File: src/rtl/mmio_pkg.sv
// Shared register map, bit positions and write-strobe payload for the MMIO responder.
package mmio_pkg;

  localparam int unsigned DATA_W = 8;
  localparam int unsigned ADDR_W = 8;
  localparam int unsigned OFF_W  = 4;

  localparam logic [ADDR_W-1:0] IO_BASE_DEFAULT = 8'hF0;

  localparam logic [OFF_W-1:0] OFF_PORT_OUT = 4'h0;
  localparam logic [OFF_W-1:0] OFF_PORT_IN  = 4'h1;
  localparam logic [OFF_W-1:0] OFF_TCNT     = 4'h2;
  localparam logic [OFF_W-1:0] OFF_TCMP     = 4'h3;
  localparam logic [OFF_W-1:0] OFF_TCTRL    = 4'h4;
  localparam logic [OFF_W-1:0] OFF_STATUS   = 4'h5;

  localparam int unsigned TCTRL_EN_BIT      = 0;
  localparam int unsigned TCTRL_AUTOCLR_BIT = 1;
  localparam int unsigned STATUS_MATCH_BIT  = 0;

  // One-hot write strobes into the timer, decoded by the top.
  typedef struct packed {
    logic tcnt;
    logic tcmp;
    logic tctrl;
    logic status;
  } tmr_wr_t;

endpackage

File: src/rtl/mmio_timer.sv
// Compare-match timer: TCNT/TCMP/TCTRL registers and the sticky MATCH flag.
// Only instantiated when MMIO_TIMER_EN is defined.
module mmio_timer
  import mmio_pkg::*;
(
  input  logic              clk,
  input  logic              rst,
  input  tmr_wr_t           wr,
  input  logic [DATA_W-1:0] wdata,
  output logic [DATA_W-1:0] tcnt,
  output logic [DATA_W-1:0] tcmp,
  output logic [DATA_W-1:0] tctrl,
  output logic              match
);

  logic [DATA_W-1:0] tcnt_q, tcnt_d;
  logic [DATA_W-1:0] tcmp_q;
  logic              en_q, autoclr_q;
  logic              match_q, match_d;
  logic              hit_c;

  assign hit_c = en_q && (tcnt_q == tcmp_q);

  // Processor write beats auto-clear, which beats increment.
  always_comb begin
    tcnt_d = tcnt_q;
    if (wr.tcnt) begin
      tcnt_d = wdata;
    end else if (hit_c && autoclr_q) begin
      tcnt_d = '0;
    end else if (en_q) begin
      tcnt_d = tcnt_q + DATA_W'(1);
    end
  end

  // A fresh match wins over a simultaneous write-1-to-clear.
  always_comb begin
    match_d = match_q;
    if (hit_c) begin
      match_d = 1'b1;
    end else if (wr.status && wdata[STATUS_MATCH_BIT]) begin
      match_d = 1'b0;
    end
  end

  always_ff @(posedge clk or posedge rst) begin
    if (rst) begin
      tcnt_q    <= '0;
      tcmp_q    <= '0;
      en_q      <= 1'b0;
      autoclr_q <= 1'b0;
      match_q   <= 1'b0;
    end else begin
      tcnt_q  <= tcnt_d;
      match_q <= match_d;
      if (wr.tcmp) begin
        tcmp_q <= wdata;
      end
      if (wr.tctrl) begin
        en_q      <= wdata[TCTRL_EN_BIT];
        autoclr_q <= wdata[TCTRL_AUTOCLR_BIT];
      end
    end
  end

  always_comb begin
    tctrl                    = '0;
    tctrl[TCTRL_EN_BIT]      = en_q;
    tctrl[TCTRL_AUTOCLR_BIT] = autoclr_q;
  end

  assign tcnt  = tcnt_q;
  assign tcmp  = tcmp_q;
  assign match = match_q;

endmodule

File: src/rtl/mmio_responder.sv
// Memory-mapped responder: RAM below IO_BASE, 16-byte I/O window at IO_BASE.
// Define MMIO_TIMER_EN to include the compare-match timer (offsets 0x2-0x5, timer_irq).
module mmio_responder
  import mmio_pkg::*;
#(
  parameter logic [ADDR_W-1:0] IO_BASE = IO_BASE_DEFAULT
) (
  input  logic              clk,
  input  logic              rst,
  input  logic [ADDR_W-1:0] addr,
  input  logic [DATA_W-1:0] din,
  input  logic              we,
  output logic [DATA_W-1:0] dout,
  input  logic [DATA_W-1:0] port_in,
  output logic [DATA_W-1:0] port_out,
  output logic              timer_irq
);

  localparam int unsigned RAM_DEPTH = 32'(IO_BASE);
  localparam int unsigned RAM_AW    = 32'($clog2(RAM_DEPTH));

  logic [DATA_W-1:0] ram_q [RAM_DEPTH];
  logic [DATA_W-1:0] dout_q, rdata_c;
  logic [DATA_W-1:0] port_out_q;
  logic [DATA_W-1:0] sync1_q, sync2_q;
  logic              is_ram_c, is_io_c, io_wr_c;
  logic [OFF_W-1:0]  io_off_c;

  assign is_ram_c = (addr < IO_BASE);
  assign is_io_c  = (addr[ADDR_W-1:OFF_W] == IO_BASE[ADDR_W-1:OFF_W]);
  assign io_off_c = addr[OFF_W-1:0];
  assign io_wr_c  = we && is_io_c;

`ifdef MMIO_TIMER_EN
  tmr_wr_t           tmr_wr_c;
  logic [DATA_W-1:0] tcnt, tcmp, tctrl;
  logic              match;

  always_comb begin
    tmr_wr_c = '0;
    if (io_wr_c) begin
      case (io_off_c)
        OFF_TCNT:   tmr_wr_c.tcnt   = 1'b1;
        OFF_TCMP:   tmr_wr_c.tcmp   = 1'b1;
        OFF_TCTRL:  tmr_wr_c.tctrl  = 1'b1;
        OFF_STATUS: tmr_wr_c.status = 1'b1;
        default:    tmr_wr_c        = '0;
      endcase
    end
  end

  mmio_timer u_timer (
    .clk   (clk),
    .rst   (rst),
    .wr    (tmr_wr_c),
    .wdata (din),
    .tcnt  (tcnt),
    .tcmp  (tcmp),
    .tctrl (tctrl),
    .match (match)
  );

  assign timer_irq = match;
`else
  assign timer_irq = 1'b0;
`endif

  // Read mux sees pre-edge state, giving read-before-write on the same edge.
  always_comb begin
    rdata_c = '0;
    if (is_ram_c) begin
      rdata_c = ram_q[addr[RAM_AW-1:0]];
    end else if (is_io_c) begin
      case (io_off_c)
        OFF_PORT_OUT: rdata_c = port_out_q;
        OFF_PORT_IN:  rdata_c = sync2_q;
`ifdef MMIO_TIMER_EN
        OFF_TCNT:     rdata_c = tcnt;
        OFF_TCMP:     rdata_c = tcmp;
        OFF_TCTRL:    rdata_c = tctrl;
        OFF_STATUS:   rdata_c[STATUS_MATCH_BIT] = match;
`endif
        default:      rdata_c = '0;
      endcase
    end
  end

  always_ff @(posedge clk or posedge rst) begin
    if (rst) begin
      dout_q     <= '0;
      port_out_q <= '0;
      sync1_q    <= '0;
      sync2_q    <= '0;
    end else begin
      dout_q  <= rdata_c;
      sync1_q <= port_in;
      sync2_q <= sync1_q;
      if (io_wr_c && (io_off_c == OFF_PORT_OUT)) begin
        port_out_q <= din;
      end
    end
  end

  // RAM contents deliberately survive reset; writes are blocked while rst is high.
  always_ff @(posedge clk) begin
    if (we && is_ram_c && !rst) begin
      ram_q[addr[RAM_AW-1:0]] <= din;
    end
  end

  assign dout     = dout_q;
  assign port_out = port_out_q;

endmodule
File: config.mk
export PLATFORM = sky130hd
export DESIGN_NAME = mmio_responder
export DESIGN_NICKNAME = d
export VERILOG_FILES = /design/src/rtl/mmio_pkg.sv /design/src/rtl/mmio_timer.sv /design/src/rtl/mmio_responder.sv
export SDC_FILE = /design/constraint.sdc
export NUM_CORES = 2
export LEC_CHECK = 0
export ABC_CLOCK_PERIOD_IN_PS = 4900
export CAP_MARGIN = 40
export CORE_ASPECT_RATIO = 1.4
export CORE_UTILIZATION = 40
export DETAILED_ROUTE_END_ITERATION = 8
export SETUP_SLACK_MARGIN = 0.02
export SLEW_MARGIN = 20
export SYNTH_ARGS = -nofsm -noshare
export SYNTH_HDL_FRONTEND = slang
export SYNTH_SLANG_ARGS = --single-unit
File: constraint.sdc
create_clock -name clk -period 4.9 [get_ports clk]
set_input_delay 0.735 -clock clk [delete_from_list [all_inputs] [get_ports clk]]
set_output_delay 0.735 -clock clk [all_outputs]
set_load 0.05 [all_outputs]
==> results.md <==
* Status: finished, violations left
* Failing checks: DRC
* Min Tclk post-route at 3.68 ns
* Sequential element share of the synthesized area at 0.772
* Mean cell area of the mapped netlist at 21.3 µm²
* TritonCTS Buffers at approximately 180
* Setup slack after layout at 1.22 ns
* Final setup viols at 0
* R2R cell count at 8
* FFs w/ async S/R, synth at 0.0164
* Synth warn at 0
* Worst min path class: in -> reg
* Initial DRC Count at 4553
* DRT Pass-1 Iters at 9
* Via density per instance at just under 6
* Crit path max fanout at between 60 and 70
* Clock root buffer: clkbuf_16
* Clock transition at path regs at roughly 0.070 ns
* Cell count after synthesis at 3562
* Syn nets at between 3000 and 4000
* Worst slew margin at 0.207
* Worst r2r src: ram_q[219][5]
* Wire length per cell at 32.7 µm
* GRT Overall Usage at 0.225
* Worst-Skew Late Latency at 0.80 ns
* Cell Area, Synth at around 0.076 mm²
* DP Wirelength at 140 mm
* PwrDens at 387 mW/mm²
* Congestion Overflow GR at 0
* IO buf count at 42
* Post-CTS sizing at 0
* Crit share post-route at 0.752
* Reg2reg end: dout[5]
* ANT nets after route at 0
* Setup WS pre-CTS at between 0.5 and 0.6 ns
* GP Congestion at around 0.95
* R2R Setup Slk at slightly above 2 ns
* Largest net degree at the start of global routing at 150
* Io pins at 44
* Final hold vios at 0
* Initial antenna violation count at 15
* Area growth from synthesis to layout at 14.7%
* Num rows at approximately 190
* Post CTS Setup Buffer Count at 0
* DRC errors left at 14
* Starting Density at 0.403
* Max-cap violations at 0
* CTS HTree Levels at 4
* Fin Clk Skew at roughly 0.03 ns
* CP Data Required Time at about 5.5 ns
* Crit. End Element: flip-flop
* CP arrival at 4.33 ns
* Crit Path Class: in -> reg
* Hold WS at 0.237 ns
* Maximum clock rate at between 200 and 300 MHz
* Die Span Y at 517 µm
* Vias in the first global route at between 30000 and 40000
* VDD IR max at slightly below 0.3 mV
* Core Area at about 0.19 mm²
* Type of origin of the critical path: primary input
* # hold bufs at CTS at 0
* Static leakage at between 20 and 30 nW
* Worst Hold Path Cells at 1
* Maximum clock insertion buffer count at 3
* Hold Crit Endpoint: ram_q[201][6]
* Hold path startpoint: din[6]
* Final net count at 3977
* Proportion of layout cells with a drive suffix above 1 at 0.284
* Setup TNS at 0 ns
* Die width at 370 µm
* First-pass GRT wire length at roughly 300 mm
* Wirelength, routed at approximately 210 mm
* RSZ-0062 raised after global routing: no
* CTS tree: yes
* Die ar. at 0.191 mm²
* Seq cells post-synth at 1952
* Slew @ Worst Pin at ~1.2 ns
* Via count at between 30000 and 40000
* Post-synth EDFFs at roughly 1900
* Top FF cell, synth: edfxtp_1
* CTS Sinks at 1952
* Number of distinct library cells after synthesis at 61
* Count of final max-slew check failures at 0
==> cell usage after synthesis (6+ instances only) <==
cell       instances  area (µm²)
nand2_1          169         634
a22oi_1           23         173
nor3_1            20         100
buf_2             69         345
mux2_2            16         180
a221oi_1          15         131
o21ai_0           15        75.1
buf_1             11        41.3
mux2i_1           75         751
nand3_1           49         245
nor2b_1           13        81.3
edfxtp_1        1920       57700
o211ai_1           6        45.0
clkbuf_1          84         315
a211oi_1           9        67.6
nor2_1           293        1100
buf_4             37         278
mux4_2           492       11100
buf_6             12         135
a31oi_1           16         100
and3_1            13        81.3
a21oi_1           37         185
a32oi_1           21         184
inv_1             11        41.3
o2111ai_1          6        52.6
dfrtp_1           32         801
nand4_1            8        50.1
o22ai_1           24         150
==> per-layer routing <==
metal,part of all wire,routed length [µm],global-route usage
met1,0.36,78400,0.275
met2,0.51,109000,0.384
met3,0.075,16000,0.0425
met4,0.053,11300,0.107
met5,0.00029,63,0
==> how the worst max path moves through the flow <==
| stage | from | endpoint | slack (ns) | cells after the start |
|---|---|---|---|---|
| final | addr[0] | dout[7] | 1.22 | 9 |
| after global routing | addr[0] | dout[5] | 1.20 | 10 |
| after floorplan | addr[0] | ram_q[113][0] | 1.69 | 11 |
| after detailed placement | addr[0] | dout[7] | 0.56 | 9 |
| after global placement | addr[0] | dout[7] | 0.52 | 9 |
| after CTS | addr[0] | dout[7] | 1.43 | 9 |
==> cells by family after synthesis <==
group / count (synthesis) / synth area share
compound gates: 208 / 0.0196
buf+inv: 227 / 0.0158
flops: 1952 / 0.772
mux: 586 / 0.160
other cells: 1 / 0.0000495
simple gates: 588 / 0.0325
==> area by class of cell <==
| class | instances | area [µm²] |
|---|---|---|
| antenna | 3 | 7.51 |
| clock buffer | 212 | 4650 |
| clock inverter | 108 | 773 |
| fill | 15554 | 101000 |
| inverter | 12 | 50.0 |
| multi-input combinational | 1383 | 16100 |
| sequential | 1952 | 58500 |
| tap | 2470 | 3090 |
| timing repair buffer | 426 | 3720 |
==> state kept, by name (all words and copies together) (netlist names) <==
| signal | count |
|---|---|
| ram_q | 1920 |
| port_out | 8 |
| sync1_q | 8 |
| dout | 8 |
| sync2_q | 8 |
==> through the flow <==
stage	instances	cell area (µm²)	utilization	total power, W
floorplan	3562	75700	-	0.0197
global placement	6170	80800	0.430	0.0206
detailed placement	6201	81000	0.432	0.0206
CTS	6521	86500	0.461	0.0338
global route	6564	86800	0.463	0.0344
finish	6566	86800	0.463	0.0336
==> layout by cell type, fill, tap and decap left out, types with 6 or more instances in the layout <==
cell type | synthesis | final
clkinvlp_4 | 0 | 7
clkdlybuf4s50_1 | 0 | 28
buf_4 | 37 | 354
nand2_1 | 169 | 169
a31oi_1 | 16 | 16
a211oi_1 | 9 | 9
clkinv_1 | 1 | 49
nor2b_1 | 13 | 9
nand4_1 | 8 | 8
clkbuf_16 | 0 | 181
a21oi_1 | 37 | 37
nor3_1 | 20 | 20
and3_1 | 13 | 13
o211ai_1 | 6 | 6
nand3_1 | 49 | 47
o21ai_0 | 15 | 15
a32oi_1 | 21 | 21
a22oi_1 | 23 | 23
clkinv_2 | 0 | 36
o22ai_1 | 24 | 24
a221oi_1 | 15 | 15
o2111ai_1 | 6 | 6
dfrtp_1 | 32 | 32
clkbuf_1 | 84 | 31
inv_1 | 11 | 9
mux2_2 | 16 | 16
nor2_1 | 293 | 291
clkbuf_8 | 0 | 8
edfxtp_1 | 1920 | 1920
mux2i_1 | 75 | 75
bufinv_16 | 0 | 9
mux4_2 | 492 | 492
buf_12 | 1 | 25
==> where the power goes <==
part	leakage [nW]	internal [W]	switching (W)
combinational	7.17	0.000651	0.00126
sequential	17.6	0.0184	0.0000244
clock	2.65	0.00722	0.00607
==> worst max-delay path, stage by stage <==
cell       delay, ns
buf_8           0.64
buf_12          0.34
buf_4           0.38
mux4_2          0.59
nand4_1         0.12
o2bb2ai_1       0.08
nor4_1          0.92
and3_1          0.28
a31oi_1         0.11
(Power assumes the default switching activity.)
